File: src/rtl/operand_entry_if.sv
// Operand-entry bus: raw board inputs in, captured operand pair and status out.
// The front-end is the slave; the board/bench side is the master.
interface operand_entry_if;
  logic [15:0] sw;
  logic        btn_enter;
  logic        btn_clear;
  logic [15:0] num1;
  logic [15:0] num2;
  logic        operands_valid;
  logic [1:0]  phase;

  modport master (
    output sw,
    output btn_enter,
    output btn_clear,
    input  num1,
    input  num2,
    input  operands_valid,
    input  phase
  );

  modport slave (
    input  sw,
    input  btn_enter,
    input  btn_clear,
    output num1,
    output num2,
    output operands_valid,
    output phase
  );
endinterface

File: src/rtl/operand_entry.sv
// Switch/button front-end: synchronizes raw inputs, debounces and edge-detects
// the buttons, and sequences capture of an operand pair (num1, then num2).
module operand_entry #(
  parameter int DEBOUNCE_CYCLES = 1000000,
  parameter int CNT_W           = 20
) (
  input  logic           clk,
  input  logic           rst,
  operand_entry_if.slave bus
);

  localparam int SW_W      = 16;
  localparam int N_BTN     = 2;
  localparam int SYNC_W    = SW_W + N_BTN;
  localparam int BTN_ENTER = 0;
  localparam int BTN_CLEAR = 1;
  localparam logic [CNT_W-1:0] CNT_LAST = CNT_W'(DEBOUNCE_CYCLES - 1);

  typedef enum logic [1:0] {
    WAIT_A  = 2'b00,
    WAIT_B  = 2'b01,
    READY   = 2'b10,
    ILLEGAL = 2'b11
  } phase_t;

  // Button bits sit above the switches so one synchronizer covers every raw input.
  logic [SYNC_W-1:0] raw_in;
  logic [SYNC_W-1:0] sync1_reg;
  logic [SYNC_W-1:0] sync2_reg;
  logic [SW_W-1:0]   sw_sync;
  logic              btn_pulse [N_BTN];
  logic              enter_pulse;
  logic              clear_pulse;

  assign raw_in  = {bus.btn_clear, bus.btn_enter, bus.sw};
  assign sw_sync = sync2_reg[SW_W-1:0];

  always_ff @(posedge clk or negedge rst) begin
    if (!rst) begin
      sync1_reg <= '0;
      sync2_reg <= '0;
    end else begin
      sync1_reg <= raw_in;
      sync2_reg <= sync1_reg;
    end
  end

  generate
    for (genvar gi = 0; gi < N_BTN; gi++) begin : g_btn
      logic             btn_sync;
      logic [CNT_W-1:0] cnt_reg;
      logic             level_reg;
      logic             pulse_reg;

      assign btn_sync      = sync2_reg[SW_W + gi];
      assign btn_pulse[gi] = pulse_reg;

      // The pulse is raised on the same edge the level rises, so it is
      // visible in the first cycle of the new debounced level.
      always_ff @(posedge clk or negedge rst) begin
        if (!rst) begin
          cnt_reg   <= '0;
          level_reg <= 1'b0;
          pulse_reg <= 1'b0;
        end else begin
          pulse_reg <= 1'b0;
          if (btn_sync == level_reg) begin
            cnt_reg <= '0;
          end else if (cnt_reg == CNT_LAST) begin
            cnt_reg   <= '0;
            level_reg <= btn_sync;
            pulse_reg <= btn_sync;
          end else begin
            cnt_reg <= cnt_reg + CNT_W'(1);
          end
        end
      end
    end
  endgenerate

  assign enter_pulse = btn_pulse[BTN_ENTER];
  assign clear_pulse = btn_pulse[BTN_CLEAR];

  phase_t          state_reg;
  logic [SW_W-1:0] num1_reg;
  logic [SW_W-1:0] num2_reg;
  logic            valid_reg;

  // Clear takes priority over a coincident enter; the unused encoding
  // recovers to WAIT_A on the next edge whether or not a pulse is present.
  always_ff @(posedge clk or negedge rst) begin
    if (!rst) begin
      state_reg <= WAIT_A;
      num1_reg  <= '0;
      num2_reg  <= '0;
      valid_reg <= 1'b0;
    end else if (clear_pulse) begin
      state_reg <= WAIT_A;
      num1_reg  <= '0;
      num2_reg  <= '0;
      valid_reg <= 1'b0;
    end else begin
      case (state_reg)
        WAIT_A: begin
          if (enter_pulse) begin
            num1_reg  <= sw_sync;
            state_reg <= WAIT_B;
          end
        end
        WAIT_B: begin
          if (enter_pulse) begin
            num2_reg  <= sw_sync;
            valid_reg <= 1'b1;
            state_reg <= READY;
          end
        end
        READY: begin
          if (enter_pulse) begin
            valid_reg <= 1'b0;
            state_reg <= WAIT_A;
          end
        end
        default: begin
          valid_reg <= 1'b0;
          state_reg <= WAIT_A;
        end
      endcase
    end
  end

  assign bus.num1           = num1_reg;
  assign bus.num2           = num2_reg;
  assign bus.operands_valid = valid_reg;
  assign bus.phase          = state_reg;

endmodule
File: src/flat_wrapper.sv
// flat-port wrapper written by rule: the top's interface ports become plain ports
module operand_entry_flat 
#(
  parameter int DEBOUNCE_CYCLES = 1000000,
  parameter int CNT_W           = 20
)
  (clk, rst, bus_sw, bus_btn_enter, bus_btn_clear, bus_num1, bus_num2, bus_operands_valid, bus_phase);
  operand_entry_if bus_i ();
  input  logic clk;
  input  logic rst;
  input wire logic [$bits(bus_i.sw)-1:0] bus_sw;
  input wire logic [$bits(bus_i.btn_enter)-1:0] bus_btn_enter;
  input wire logic [$bits(bus_i.btn_clear)-1:0] bus_btn_clear;
  output wire logic [$bits(bus_i.num1)-1:0] bus_num1;
  output wire logic [$bits(bus_i.num2)-1:0] bus_num2;
  output wire logic [$bits(bus_i.operands_valid)-1:0] bus_operands_valid;
  output wire logic [$bits(bus_i.phase)-1:0] bus_phase;
  assign bus_i.sw = bus_sw;
  assign bus_i.btn_enter = bus_btn_enter;
  assign bus_i.btn_clear = bus_btn_clear;
  assign bus_num1 = bus_i.num1;
  assign bus_num2 = bus_i.num2;
  assign bus_operands_valid = bus_i.operands_valid;
  assign bus_phase = bus_i.phase;
  operand_entry #(.DEBOUNCE_CYCLES(DEBOUNCE_CYCLES), .CNT_W(CNT_W)) u_core (.clk(clk), .rst(rst), .bus(bus_i));
endmodule
File: config.mk
export PLATFORM = sky130hd
export DESIGN_NAME = operand_entry_flat
export DESIGN_NICKNAME = d
export VERILOG_FILES = /design/src/rtl/operand_entry_if.sv /design/src/rtl/operand_entry.sv /design/src/flat_wrapper.sv
export SDC_FILE = /design/constraint.sdc
export NUM_CORES = 1
export LEC_CHECK = 0
export ABC_AREA = 1
export CELL_PAD_IN_SITES_DETAIL_PLACEMENT = 0
export CELL_PAD_IN_SITES_GLOBAL_PLACEMENT = 1
export CORE_AREA = 2 2 109 111
export DETAILED_ROUTE_END_ITERATION = 10
export DIE_AREA = 0 0 111 113
export PLACE_DENSITY_LB_ADDON = 0.1
export SYNTH_ARGS = -nofsm -noshare
export SYNTH_HDL_FRONTEND = slang
export SYNTH_SLANG_ARGS = --single-unit
File: constraint.sdc
create_clock -name clk -period 1.58 [get_ports clk]
set_input_delay 0.316 -clock clk [delete_from_list [all_inputs] [get_ports clk]]
set_output_delay 0.316 -clock clk [all_outputs]
set_load 0.01 [all_outputs]
==> summary.txt <==
Die
  – Chip Height: 113 µm
  – Core ar.: 0.0113 mm²
  – Die area: 0.0125 mm²
  – I/O pin count: 55
  – Initial core utilization: 0.421
  – Cell Rows: 39
  – Die W: 111 µm

Yosys
  – FFs w/ async S/R, synth: 1.00
  – Synth top cells by count: 115 x dfrtp_1, 89 x nor2_1, 69 x nand2_1, 64 x nand3_1, 46 x inv_1
  – Cells after Synth: 500
  – Synth Warn #: 0
  – Synth Flop Type: dfrtp_1
  – Post-synthesis cell type count: 30
  – Synth Cell Area: 0.00475 mm²
  – Syn avg cell area: 9.50 µm²
  – Post-synth top area share: 0.606
  – Yosys reg bits: 115
  – Syn nets: 522
  – Sequential element share of the synthesized area: 0.606
  – Most common cell in the synthesized netlist: dfrtp_1
  – Synth area leader: dfrtp_1
  – Largest cells by area after synthesis: dfrtp_1 61%, nor2_1 7.0%, nand3_1 6.7%
  – Post-synth EDFFs: 0

Drt
  – Iteration count of the initial detailed-routing pass: 4
  – DR vias/cell: 4.89
  – Avg WL per Cell: 13.6 µm
  – Initial DRC count: 308
  – DRC Markers: 0
  – Vias: 3558
  – WL final: 9940 µm
  – Post-DRT Antenna Nets: 0

Worst setup path
  – CP Capture Type: flop
  – Slowest Stage Delay on Critical Path: 0.42 ns
  – WP data required: 1.87 ns
  – Slowest CP cell: dfrtp_1
  – WP data arrival: 1.76 ns
  – R2R Setup Slk: 0.11 ns
  – CP Cell Sequence: ha_4 -> nand3_4 -> nor3_4 -> nand2_2 -> xor2_1 -> nor2_1
  – Largest delay share family, worst path: simple AND/OR/NAND/NOR gates
  – Crit Path Category: flop to flop
  – Worst path bufs/invs: 0
  – Worst-path fanout max: 5
  – CP Launch Type: flop

Cells and area
  – Layout cells sized above 1: 0.111
  – Post-Route Utilization: 0.542
  – Fillers: 1031
  – Area Growth Syn to Fin: 28.6%
  – Final Net Count: 595
  – Footprint of the multi-input gates: 0.00168 mm²
  – Max FFs per register: 40
  – Diode count: 0
  – Storage element area: 0.00288 mm²

Clocking
  – CTS tree: done
  – Clock transition at path regs: 0.05 ns
  – Setup bufs post-CTS: 0
  – Clock tree buffer depth: 2
  – Root buffer cell: clkbuf_16
  – CTS buffer count: 17
  – Sink Count: 115
  – Clk Latency, worst-skew pair: 0.41 ns
  – H-tree depth: 4

Pwr
  – P_leak: 2.73 nW
  – Power per cell area: 1130 mW/mm²
  – Register share of total power: 0.440
  – Clock power share: 0.532
  – Net Sw Frac: 0.219
  – Combinational power share: 0.028
  – Max VDD drop: 928 µV
  – Pint: 5.40 mW
  – Psw: 1.51 mW

Global route
  – GR Util All Layers: 0.173
  – Largest net degree at the start of global routing: 52
  – Initial antenna violation count: 0
  – Vias in the first global route: 3416
  – First-pass GRT wire length: 16900 µm
  – GRT overflow: 0

STA
  – Final Slew Violations: 0
  – # setup viols final: 0
  – Final hold violations: 0
  – Tcrit/Tclk final: 0.930
  – Rel. slew slack: 0.719
  – F_max: 0.680 GHz
  – Clock skew: 0.00527 ns
  – Minimum clock period: 1.47 ns
  – Slew of the pin with the lowest slew margin: 0.420 ns
  – Setup TNS Final: 0 ns

Place
  – Final GP Congestion: 0.821
  – IO Port Bufs: 54
  – Dpl hpwl: 6750 µm

Status
  – Status: finished, final reports clean

Job
  – Max Cap Viol: 0

Worst hold path
  – Min-delay worst type: input port to flop
==> what timing repair did <==
item	CTS	global route
hold buffers	1	0
cloned	0	0
pin swaps	0	1
hold endpoints to repair	115	0
setup endpoints to repair	35	16
resized for setup	35	7
==> layout make-up <==
class / count / area share
well taps: 143 / 0.0293
multi-input cells: 327 / 0.275
inverters: 47 / 0.0289
clock inverters: 12 / 0.0217
clock buffers: 19 / 0.0709
repair buffers: 65 / 0.103
flip-flops and latches: 115 / 0.471
==> worst register-to-register path, delay by kind of cell, from the launching register on <==
kind,cells,cell delay (ns)
xor+xnor,1,0.15
fa+ha+maj,1,0.18
flops,1,0.42
simple gates,4,0.59
==> worst paths after layout <==
kind,startpoint,endpoint,cells past startpoint
max,u_core.g_btn[1].cnt_reg[0],u_core.g_btn[1].cnt_reg[12],6
min,bus_sw[6],u_core.sync1_reg[6],1
max reg2reg,u_core.g_btn[1].cnt_reg[0],u_core.g_btn[1].cnt_reg[12],6
min reg2reg,u_core.sync1_reg[2],u_core.sync2_reg[2],0
max in group asynchronous,rst,u_core.g_btn[0].cnt_reg[13],3
min in group asynchronous,rst,u_core.sync2_reg[2],3
==> logic make-up (layout without fill, tap and decap cells) <==
logic type	after synthesis	in the layout	synth area share
DFF	115	115	0.606
adders and majority gates	2	2	0.00527
buffers and inverters	58	143	0.0482
and+or+nand+nor	256	256	0.245
xor gates and xnor gates	25	25	0.0477
AOI/OAI and AO/OA	44	44	0.0474
==> cells in the final DEF, fill, tap and decap left out, types with 3 or more instances in the layout <==
| cell type | netlist | final |
|---|---|---|
| nand4_1 | 4 | 4 |
| nor2_1 | 89 | 89 |
| buf_4 | 1 | 7 |
| nand2_1 | 69 | 68 |
| nand3_1 | 64 | 64 |
| nor2_2 | 5 | 5 |
| o21ai_1 | 3 | 3 |
| xor2_1 | 16 | 16 |
| xnor2_1 | 8 | 8 |
| nand2_2 | 5 | 5 |
| clkdlybuf4s50_1 | 0 | 18 |
| a21oi_1 | 5 | 5 |
| nor2_4 | 3 | 3 |
| inv_1 | 46 | 46 |
| dfrtp_1 | 115 | 115 |
| clkinvlp_4 | 0 | 6 |
| dlygate4sd2_1 | 0 | 35 |
| buf_12 | 0 | 4 |
| nor3_1 | 9 | 8 |
| o21ai_0 | 34 | 34 |
| clkbuf_16 | 0 | 17 |
==> power groups by stage <==
stage	logic [mW]	registers [mW]	clock network [mW]
after floorplan	0.0514	3.08	0
after global placement	0.190	3.09	0
after detailed placement	0.191	3.09	0
after CTS	0.196	3.04	3.76
after global routing	0.224	3.05	3.88
final	0.191	3.04	3.68
==> per-layer routing <==
| layer | share of wire | vias up | wire length, µm | GRT usage |
|---|---|---|---|---|
| met5 | 0 | - | 0 | 0 |
| met4 | 0.022 | 0 | 219 | 0.0850 |
| met3 | 0.045 | 18 | 446 | 0.0482 |
| met2 | 0.46 | 82 | 4560 | 0.266 |
| met1 | 0.47 | 1696 | 4710 | 0.228 |
| li1 | - | 1762 | - | - |
==> per-stage QoR <==
stage / instance area (µm²) / setup slack, ns / hold WS, ns / cells / total power [mW]
finish: 6100 / 0.110 / 0.338 / 728 / 6.91
global route: 6100 / -0.0223 / 0.324 / 728 / 7.15
floorplan: 4750 / 0.271 / 0.0204 / 500 / 3.13
detailed placement: 5540 / 0.0675 / 0.335 / 696 / 3.28
global placement: 5540 / 0.141 / 0.332 / 696 / 3.28
CTS: 6070 / 0.0628 / 0.322 / 728 / 6.99
Note: power is estimated with default switching activity, not from simulation.
